## config.mk

```make
export PLATFORM = sky130hd
export DESIGN_NAME = multi_digit_counter_display
export DESIGN_NICKNAME = d
export VERILOG_FILES = /design/src/rtl/multi_digit_counter_display_pkg.sv /design/src/rtl/multi_digit_counter_display_btn_debounce_edge.sv /design/src/rtl/multi_digit_counter_display.sv
export SDC_FILE = /design/constraint.sdc
export NUM_CORES = 1
export LEC_CHECK = 0
export ABC_AREA = 1
export BUFFER_PORTS_ARGS = -buffer_cell sky130_fd_sc_hd__buf_2
export CORE_UTILIZATION = 50
export DETAILED_ROUTE_END_ITERATION = 10
export GPL_ROUTABILITY_DRIVEN = 0
export HOLD_SLACK_MARGIN = 0.05
export PLACE_DENSITY = 0.66
export SYNTH_ARGS = -nofsm -noshare
export SYNTH_HDL_FRONTEND = slang
export SYNTH_SLANG_ARGS = --single-unit
```

## constraint.sdc

```tcl
create_clock -name clk -period 2.27 [get_ports clk]
set_input_delay 0.3405 -clock clk [delete_from_list [all_inputs] [get_ports clk]]
set_output_delay 0.3405 -clock clk [all_outputs]
set_load 0.05 [all_outputs]
```

## src/rtl/multi_digit_counter_display_pkg.sv

```systemverilog
// Shared 7-segment constants, BCD digit type and the digit decoder used by
// the multi-digit counter display.
package multi_digit_counter_display_pkg;

    typedef logic [3:0] bcd_digit_t;

    // Active-low segment patterns, bit6 = a down to bit0 = g.
    localparam logic [6:0] SEG_DIGIT_0 = 7'b0000001;
    localparam logic [6:0] SEG_DIGIT_1 = 7'b1001111;
    localparam logic [6:0] SEG_DIGIT_2 = 7'b0010010;
    localparam logic [6:0] SEG_DIGIT_3 = 7'b0000110;
    localparam logic [6:0] SEG_DIGIT_4 = 7'b1001100;
    localparam logic [6:0] SEG_DIGIT_5 = 7'b0100100;
    localparam logic [6:0] SEG_DIGIT_6 = 7'b0100000;
    localparam logic [6:0] SEG_DIGIT_7 = 7'b0001111;
    localparam logic [6:0] SEG_DIGIT_8 = 7'b0000000;
    localparam logic [6:0] SEG_DIGIT_9 = 7'b0000100;
    localparam logic [6:0] SEG_BLANK   = 7'b1111111;

    function automatic logic [6:0] seg_decode(input bcd_digit_t digit);
        case (digit)
            4'd0:    return SEG_DIGIT_0;
            4'd1:    return SEG_DIGIT_1;
            4'd2:    return SEG_DIGIT_2;
            4'd3:    return SEG_DIGIT_3;
            4'd4:    return SEG_DIGIT_4;
            4'd5:    return SEG_DIGIT_5;
            4'd6:    return SEG_DIGIT_6;
            4'd7:    return SEG_DIGIT_7;
            4'd8:    return SEG_DIGIT_8;
            4'd9:    return SEG_DIGIT_9;
            default: return SEG_BLANK;
        endcase
    endfunction

endpackage

```

## src/rtl/multi_digit_counter_display_btn_debounce_edge.sv

```systemverilog
// Button front end: 2-flop synchroniser, counting debouncer and a one-cycle
// press pulse on each accepted 0->1 transition.
module btn_debounce_edge #(
    parameter int DEBOUNCE_CYCLES = 16
) (
    input  logic clk,
    input  logic rst,
    input  logic btn_raw,
    output logic press
);

    localparam int CNT_W = $clog2(DEBOUNCE_CYCLES + 1);

    logic             sync1_q, sync1_d;
    logic             sync2_q, sync2_d;
    logic             level_q, level_d;
    logic [CNT_W-1:0] cnt_q, cnt_d;
    logic             press_q, press_d;

    // cnt_q counts consecutive samples that disagree with the accepted level;
    // any agreeing sample restarts the run.
    always_comb begin
        sync1_d = btn_raw;
        sync2_d = sync1_q;
        level_d = level_q;
        cnt_d   = '0;
        press_d = 1'b0;
        if (sync2_q != level_q) begin
            if (cnt_q == CNT_W'(DEBOUNCE_CYCLES - 1)) begin
                level_d = sync2_q;
                press_d = sync2_q;
            end else begin
                cnt_d = cnt_q + CNT_W'(1);
            end
        end
    end

    always_ff @(posedge clk) begin
        if (rst) begin
            sync1_q <= 1'b0;
            sync2_q <= 1'b0;
            level_q <= 1'b0;
            cnt_q   <= '0;
            press_q <= 1'b0;
        end else begin
            sync1_q <= sync1_d;
            sync2_q <= sync2_d;
            level_q <= level_d;
            cnt_q   <= cnt_d;
            press_q <= press_d;
        end
    end

    assign press = press_q;

endmodule

```

## src/rtl/multi_digit_counter_display.sv

```systemverilog
// Debounced up/down BCD counter with multiplexed 7-segment display.
// Optional macro LEADING_ZERO_BLANK_EN blanks leading zero digits.
module multi_digit_counter_display
    import multi_digit_counter_display_pkg::*;
#(
    parameter int DIGITS          = 4,
    parameter int DEBOUNCE_CYCLES = 16,
    parameter int SCAN_CYCLES     = 1000,
    parameter int WRAP            = 1
) (
    input  logic                  clk,
    input  logic                  rst,
    input  logic                  button_plus,
    input  logic                  button_minus,
    output logic [6:0]            segment,
    output logic [DIGITS-1:0]     anode,
    output logic [4*DIGITS-1:0]   count_bcd,
    output logic                  limit
);

    localparam int SCAN_W = $clog2(SCAN_CYCLES + 1);
    localparam int IDX_W  = (DIGITS > 1) ? $clog2(DIGITS) : 1;

    logic plus_pulse;
    logic minus_pulse;

    btn_debounce_edge #(.DEBOUNCE_CYCLES(DEBOUNCE_CYCLES)) u_plus (
        .clk     (clk),
        .rst     (rst),
        .btn_raw (button_plus),
        .press   (plus_pulse)
    );

    btn_debounce_edge #(.DEBOUNCE_CYCLES(DEBOUNCE_CYCLES)) u_minus (
        .clk     (clk),
        .rst     (rst),
        .btn_raw (button_minus),
        .press   (minus_pulse)
    );

    bcd_digit_t        digit_q [DIGITS];
    bcd_digit_t        digit_d [DIGITS];
    logic              limit_q, limit_d;
    logic [SCAN_W-1:0] scan_cnt_q, scan_cnt_d;
    logic [IDX_W-1:0]  scan_idx_q, scan_idx_d;
    logic [6:0]        segment_q, segment_d;
    logic [DIGITS-1:0] anode_q, anode_d;

    logic step_up, step_dn, all_nines, all_zero, ripple;

    // Decimal ripple increment/decrement; at the extremes the ripple itself
    // produces the wrapped value, so saturation only has to suppress it.
    always_comb begin
        step_up   = plus_pulse & ~minus_pulse;
        step_dn   = minus_pulse & ~plus_pulse;
        all_nines = 1'b1;
        all_zero  = 1'b1;
        ripple    = 1'b0;
        for (int i = 0; i < DIGITS; i++) begin
            digit_d[i] = digit_q[i];
            if (digit_q[i] != 4'd9) all_nines = 1'b0;
            if (digit_q[i] != 4'd0) all_zero  = 1'b0;
        end
        limit_d = (step_up & all_nines) | (step_dn & all_zero);
        if (step_up && (WRAP != 0 || !all_nines)) begin
            ripple = 1'b1;
            for (int i = 0; i < DIGITS; i++) begin
                if (ripple) begin
                    if (digit_q[i] >= 4'd9) begin
                        digit_d[i] = 4'd0;
                    end else begin
                        digit_d[i] = digit_q[i] + 4'd1;
                        ripple     = 1'b0;
                    end
                end
            end
        end else if (step_dn && (WRAP != 0 || !all_zero)) begin
            ripple = 1'b1;
            for (int i = 0; i < DIGITS; i++) begin
                if (ripple) begin
                    if (digit_q[i] == 4'd0) begin
                        digit_d[i] = 4'd9;
                    end else begin
                        digit_d[i] = digit_q[i] - 4'd1;
                        ripple     = 1'b0;
                    end
                end
            end
        end
    end

    always_comb begin
        scan_cnt_d = scan_cnt_q + SCAN_W'(1);
        scan_idx_d = scan_idx_q;
        if (scan_cnt_q >= SCAN_W'(SCAN_CYCLES - 1)) begin
            scan_cnt_d = '0;
            scan_idx_d = (scan_idx_q >= IDX_W'(DIGITS - 1)) ? '0 : scan_idx_q + IDX_W'(1);
        end
    end

`ifdef LEADING_ZERO_BLANK_EN
    logic above_zero, blank_sel;

    // Walk down from the top digit; the selected digit is blank while every
    // digit from the top down to it is zero. Digit 0 is never blanked.
    always_comb begin
        above_zero = 1'b1;
        blank_sel  = 1'b0;
        for (int i = DIGITS - 1; i >= 1; i--) begin
            above_zero = above_zero & (digit_q[i] == 4'd0);
            if (scan_idx_q == IDX_W'(i) && above_zero) blank_sel = 1'b1;
        end
        segment_d = blank_sel ? SEG_BLANK : seg_decode(digit_q[scan_idx_q]);
        anode_d   = ~(DIGITS'(1) << scan_idx_q);
    end
`else
    always_comb begin
        segment_d = seg_decode(digit_q[scan_idx_q]);
        anode_d   = ~(DIGITS'(1) << scan_idx_q);
    end
`endif

    always_ff @(posedge clk) begin
        if (rst) begin
            for (int i = 0; i < DIGITS; i++) digit_q[i] <= 4'd0;
            limit_q    <= 1'b0;
            scan_cnt_q <= '0;
            scan_idx_q <= '0;
            segment_q  <= SEG_BLANK;
            anode_q    <= '1;
        end else begin
            for (int i = 0; i < DIGITS; i++) digit_q[i] <= digit_d[i];
            limit_q    <= limit_d;
            scan_cnt_q <= scan_cnt_d;
            scan_idx_q <= scan_idx_d;
            segment_q  <= segment_d;
            anode_q    <= anode_d;
        end
    end

    genvar gi;
    generate
        for (gi = 0; gi < DIGITS; gi++) begin : g_pack
            assign count_bcd[4*gi +: 4] = digit_q[gi];
        end
    endgenerate

    assign segment = segment_q;
    assign anode   = anode_q;
    assign limit   = limit_q;

endmodule

```

Word-level counts from Yosys, hierarchy flattened
Memories as Yosys holds them, arrays and structs flattened. A register that Yosys moved wholly into a read port is not among the register bits.
Index checks and enable logic that the tools add are counted.
Storage, ports and cells
  flip-flop bits (word level): 35
  bits in writable memories: 16
  bits in read-only memories: 112
  bits of input ports: 4
  output and inout port bits: 28
  word-level logic and storage cells: 127
  memories: 2
Cells by class
  add/sub/neg operators: 12
  $lt $le $gt $ge: 6
  equality and inequality tests: 8
  shifts and indexed selects: 1
  multiplexer cells: 53
  bitwise gates (word level): 16
  reductions and logical operators: 15
Memories
  (no name shown): depth 16, width 7, rd ports 1, clocked after Yosys merged registers in 1, wr ports 0, line multi_digit_counter_display_pkg.sv:21  | case (digit)
  digit_q: depth 4, width 4, rd ports 5, clocked after Yosys merged registers in 1, wr ports 4, line multi_digit_counter_display.sv:41  | bcd_digit_t digit_q [DIGITS];
Operators by type and width (count)
  $mux W4: 18
  $mux W16: 2
  $mux W1: 30
  $add A4 B1 Y4 const B: 4
  $ge A4 B4 Y1 const B: 4
  $logic_not A4 Y1: 4
  $ne A4 B4 Y1 const B: 4
  $reduce_bool A4 Y1: 4
  $sub A4 B1 Y4 const B: 4
  $reduce_or A3 Y1: 4
  $add A10 B1 Y10 const B: 1
  $add A5 B1 Y5 const B: 2
  $eq A5 B4 Y1 const B: 2
  $ge A10 B10 Y1 const B: 1
  $mux W2: 3
  $not A1 Y1: 6
  $or A1 B1 Y1: 5
  $and A1 B1 Y1: 4
  $not A4 Y4: 1
  $reduce_and A2 Y1: 2
  $shl A1 B2 Y4 const A: 1
  $add A2 B1 Y2 const B: 1
  $ge A2 B2 Y1 const B: 1
  $ne A1 B1 Y1: 2
  $reduce_or A2 Y1: 1

Logic depth before layout (Yosys ltp)
  depth after elaboration: 14
  mapped depth: 11
  gate-level depth less buffers: 11

Modules after synthesis
Synthesis repeated with hierarchy kept, for this count alone.
Second synthesis, totals
  cell total of the unflattened synthesis: 447
  area, all modules: 3385.7 um^2
Modules (own cells, without submodules)
  multi_digit_counter_display: instances 1, cells each 367, area an instance 2700.1 um^2, sequential area each 840.8 um^2
  btn_debounce_edge: instances 2, cells each 40, area an instance 342.8 um^2, sequential area each 180.2 um^2

Least setup slack after synthesis
No wires, ideal clock.
  kind: register -> register
  start point: mem digit_q[0][0] (netlist name)
  end point: mem digit_q[3][0] (netlist name)
  library setup time: 0.117 ns
  data arrival time: 1.794 ns
  data required time: 2.153 ns
  path slack: 0.359 ns
  stages on the path, launching flop included: 11
  path buffers: 0
  period minus slack after synthesis: 1.911 ns
  cell sequence: dfxtp_1 -> inv_1 -> ha_1 -> nand2_2 -> nand2_2 -> nand3_2 -> nand2_4 -> nor2_8 -> nand3_1 -> nand2_1 -> nor2_1
RTL lines (line)
  from (decl): multi_digit_counter_display.sv:41

==> results.yml <==
detailed_routing:
  drt_drc_violations_left: 0
  routedWlPerCell_um: 11.7
  dr.first_iter.drc_count: 106
  wirelength_met1_um: 2930
  first_pass_iters: 4
  post_drt_via_cell_ratio: 5.15
  routed_wl_um: 6530
  route.met2.wl_um: 3090
  detail-route-antenna-nets: 0
  via_count: 2866
  dr_wl_met3_um: 338
  top_layer_used: "met4"
synth:
  synth_top_flop_cell: "dfxtp_1"
  yosysSeqAreaShare_pct: 36.0
  synthArstFlopShare_pct: 0
  synth_area_per_cell_um2: 7.63
  synthesis.nets: 471
  synth_area_um2: 3330
  synth_cells: 437
  synth.distinct_cells: 37
  ys_ff_latch: 60
  yosysWarnings: 0
  synth_enable_flop_cells: 0
cts:
  holdBufCountCts: 0
  clk_pin_slew_worst_paths_ps: 70
  clk-insertion-delay-late_ps: 340
  cts_root_buf: "clkbuf_8"
  cts_setup_buffers: 0
  cts_buffer_depth: 2
  cts.htree.levels: 3
  post_cts_resized: 0
  cts_buffers: 9
  cts_tree: "done"
  cts_sinks: 60
critical_path:
  critical_path_class: "reg2reg"
  cp_max_fo: 10
  worstPathArrival_ps: 2040
  path_delay_family: "simple AND/OR/NAND/NOR gates"
  worst_path_most_repeated_cell: "nand2_1"
  cp-endpoint: "digit_q[3][2]$_SDFFE_PP0P_"
  rr_worst_depth: 10
  end_kind: "flop"
  cp.required_ps: 2500
  start_kind: "flop"
  startpoint: "digit_q[1][0]$_SDFFE_PP0P_"
  r2r_slack_ps: 460
  worst_path_largest_cell_delay_ps: 510
  cp.buffers_inverters: 1
  slowest_stage: "dfxtp_1"
  cp_cell_sequence: "inv_1 -> ha_1 -> nand3_1 -> nand2_1 -> nand2_1 -> nand2_2 -> nor2_8 -> nand3_1 -> nand2_1 -> nor2_1"
  rr_endpoint: "digit_q[3][2]$_SDFFE_PP0P_"
  reg2reg_from: "digit_q[1][0]$_SDFFE_PP0P_"
  path_depth: 10
floorplanning:
  num_rows: 29
  core_area_um2: 6390
  die_h_um: 83.6
  start_util_pct: 52.2
  die_area_um2: 7000
  ioPinCount: 32
  die_w_um: 83.6
layout:
  finalInstanceArea_um2: 3720
  final_nets: 508
  stdcell_count: 556
  syn_to_final_growth_pct: 11.5
  drive_above_1_share_pct: 16.7
  diodes: 0
timing:
  setup_tns_ps: 0
  min_period_over_period_pct: 79.6
  clock-skew-final_ps: 8.96
  drv_slew: 0
  max_freq_mhz: 554
  rsz0062_at_grt: "false"
  worst_pin_slew_ps: 514
  slew_headroom_pct: 65.7
  hold_viol: 0
  hold_slack_ps: 205
  finalCriticalPeriod_ps: 1810
  setup_viol: 0
grt:
  grtUsageTotal_pct: 20.5
  grt_pass1_wl_um: 11700
  antenna_found_initial: 0
  grt_max_degree: 19
  overflow: 0
  first_global_vias: 2750
status:
  status: "complete, no violations"
power_and_ir_drop:
  vdd_drop_max_uv: 409
  total_power_mw: 2.00
  powerDensity_nw_per_um2: 537
  power_leakage_nw: 1.70
job:
  max-cap-violations: 0
placement:
  port_buffers: 31
  post-dp-hpwl_um: 4980
  place_inst: 540
  place_area_um2: 3540
min_path:
  hold_path_class: "in2reg"
## worst min-delay path by stage
stage	startpoint	to	cells after the start
floorplan	u_minus.sync1_q$_SDFF_PP0_	u_minus.sync2_q$_SDFF_PP0_	2
global placement	u_plus.sync1_q$_SDFF_PP0_	u_plus.sync2_q$_SDFF_PP0_	2
detailed placement	u_plus.sync1_q$_SDFF_PP0_	u_plus.sync2_q$_SDFF_PP0_	2
CTS	button_plus	u_plus.sync1_q$_SDFF_PP0_	3
global route	button_minus	u_minus.sync1_q$_SDFF_PP0_	3
finish	button_plus	u_plus.sync1_q$_SDFF_PP0_	3
## layout make-up
type / count / area, um2
Fill cell: 604 / 2670
Tap cell: 77 / 96.3
Timing Repair Buffer: 35 / 185
Clock inverter: 6 / 38.8
Inverter: 56 / 210
Multi-Input combinational cell: 312 / 1850
Clock buffer: 10 / 138
Sequential cell: 60 / 1200
## layer usage
layer | GRT usage, % | up-vias
met3 | 5.74 | 18
met5 | 0 | -
met4 | 11.1 | 0
met2 | 34.5 | 52
met1 | 23.6 | 1290
li1 | - | 1506
## state kept, by name, indices dropped and copies added, names as in the netlist, named ones only
name             cells
u_minus.level_q      1
u_minus.sync2_q      1
u_plus.sync2_q       1
u_minus.sync1_q      1
limit                1
u_plus.cnt_q         5
scan_idx_q           2
digit_q             16
u_plus.level_q       1
scan_cnt_q          10
u_minus.cnt_q        5
segment              7
anode                4
u_plus.sync1_q       1
u_minus.press        1
u_plus.press         1
## power breakdown
group	switching [mW]	internal [mW]	total, mW
registers	0.00624	1.07	1.07
logic	0.0518	0.0193	0.0711
clock network	0.428	0.423	0.850
total	0.486	1.51	2.00
## kinds of logic (layout without fill, tap and decap cells)
| logic type | after synthesis | count (layout) | share of synthesized area, % |
|---|---|---|---|
| buffers and inverters | 65 | 107 | 8.56 |
| adder cells (fa/ha/maj) | 30 | 30 | 11.3 |
| flip-flops | 60 | 60 | 36.0 |
| XOR/XNOR | 12 | 12 | 3.15 |
| AO/OA/AOI/OAI | 91 | 91 | 15.6 |
| AND/OR/NAND/NOR | 179 | 179 | 25.4 |
## Yosys cell counts, drive strengths merged, types with 2 or more instances
| library cell | instances | area (um2) |
|---|---|---|
| a21oi | 35 | 198 |
| a31oi | 3 | 18.8 |
| buf | 7 | 57.5 |
| clkbuf | 2 | 17.5 |
| dfxtp | 60 | 1200 |
| ha | 30 | 375 |
| inv | 56 | 210 |
| nand2 | 73 | 307 |
| nand3 | 34 | 190 |
| nand4 | 4 | 25.0 |
| nor2 | 58 | 254 |
| nor3 | 3 | 20.0 |
| nor3b | 4 | 30.0 |
| o211ai | 7 | 52.6 |
| o21ai | 43 | 215 |
| o31ai | 2 | 28.8 |
| xnor2 | 2 | 17.5 |
| xor2 | 10 | 87.6 |
## cell usage in the layout, fill, tap and decap left out, types with 7 or more instances in the layout
cell,instances
nand3_1,30
clkbuf_8,10
xor2_1,10
a21oi_1,33
nand2_2,7
o21ai_1,12
o21ai_0,31
dfxtp_1,60
o211ai_1,7
buf_2,31
nand2_1,64
inv_1,49
nor2_1,53
inv_2,7
ha_1,30
## worst register-to-register path, stage by stage, from the launching register on
cell	delay [ps]
dfxtp_1	510
inv_1	110
ha_1	290
nand3_1	140
nand2_1	60
nand2_1	130
nand2_2	110
nor2_8	170
nand3_1	90
nand2_1	70
nor2_1	40
## through the flow
stage	util [%]	setup slack [ps]
after floorplan	-	359
after global placement	55.4	516
after detailed placement	55.4	486
after CTS	58.2	472
after global routing	58.2	249
final	58.2	464
Power figures use the tool's default switching activity.
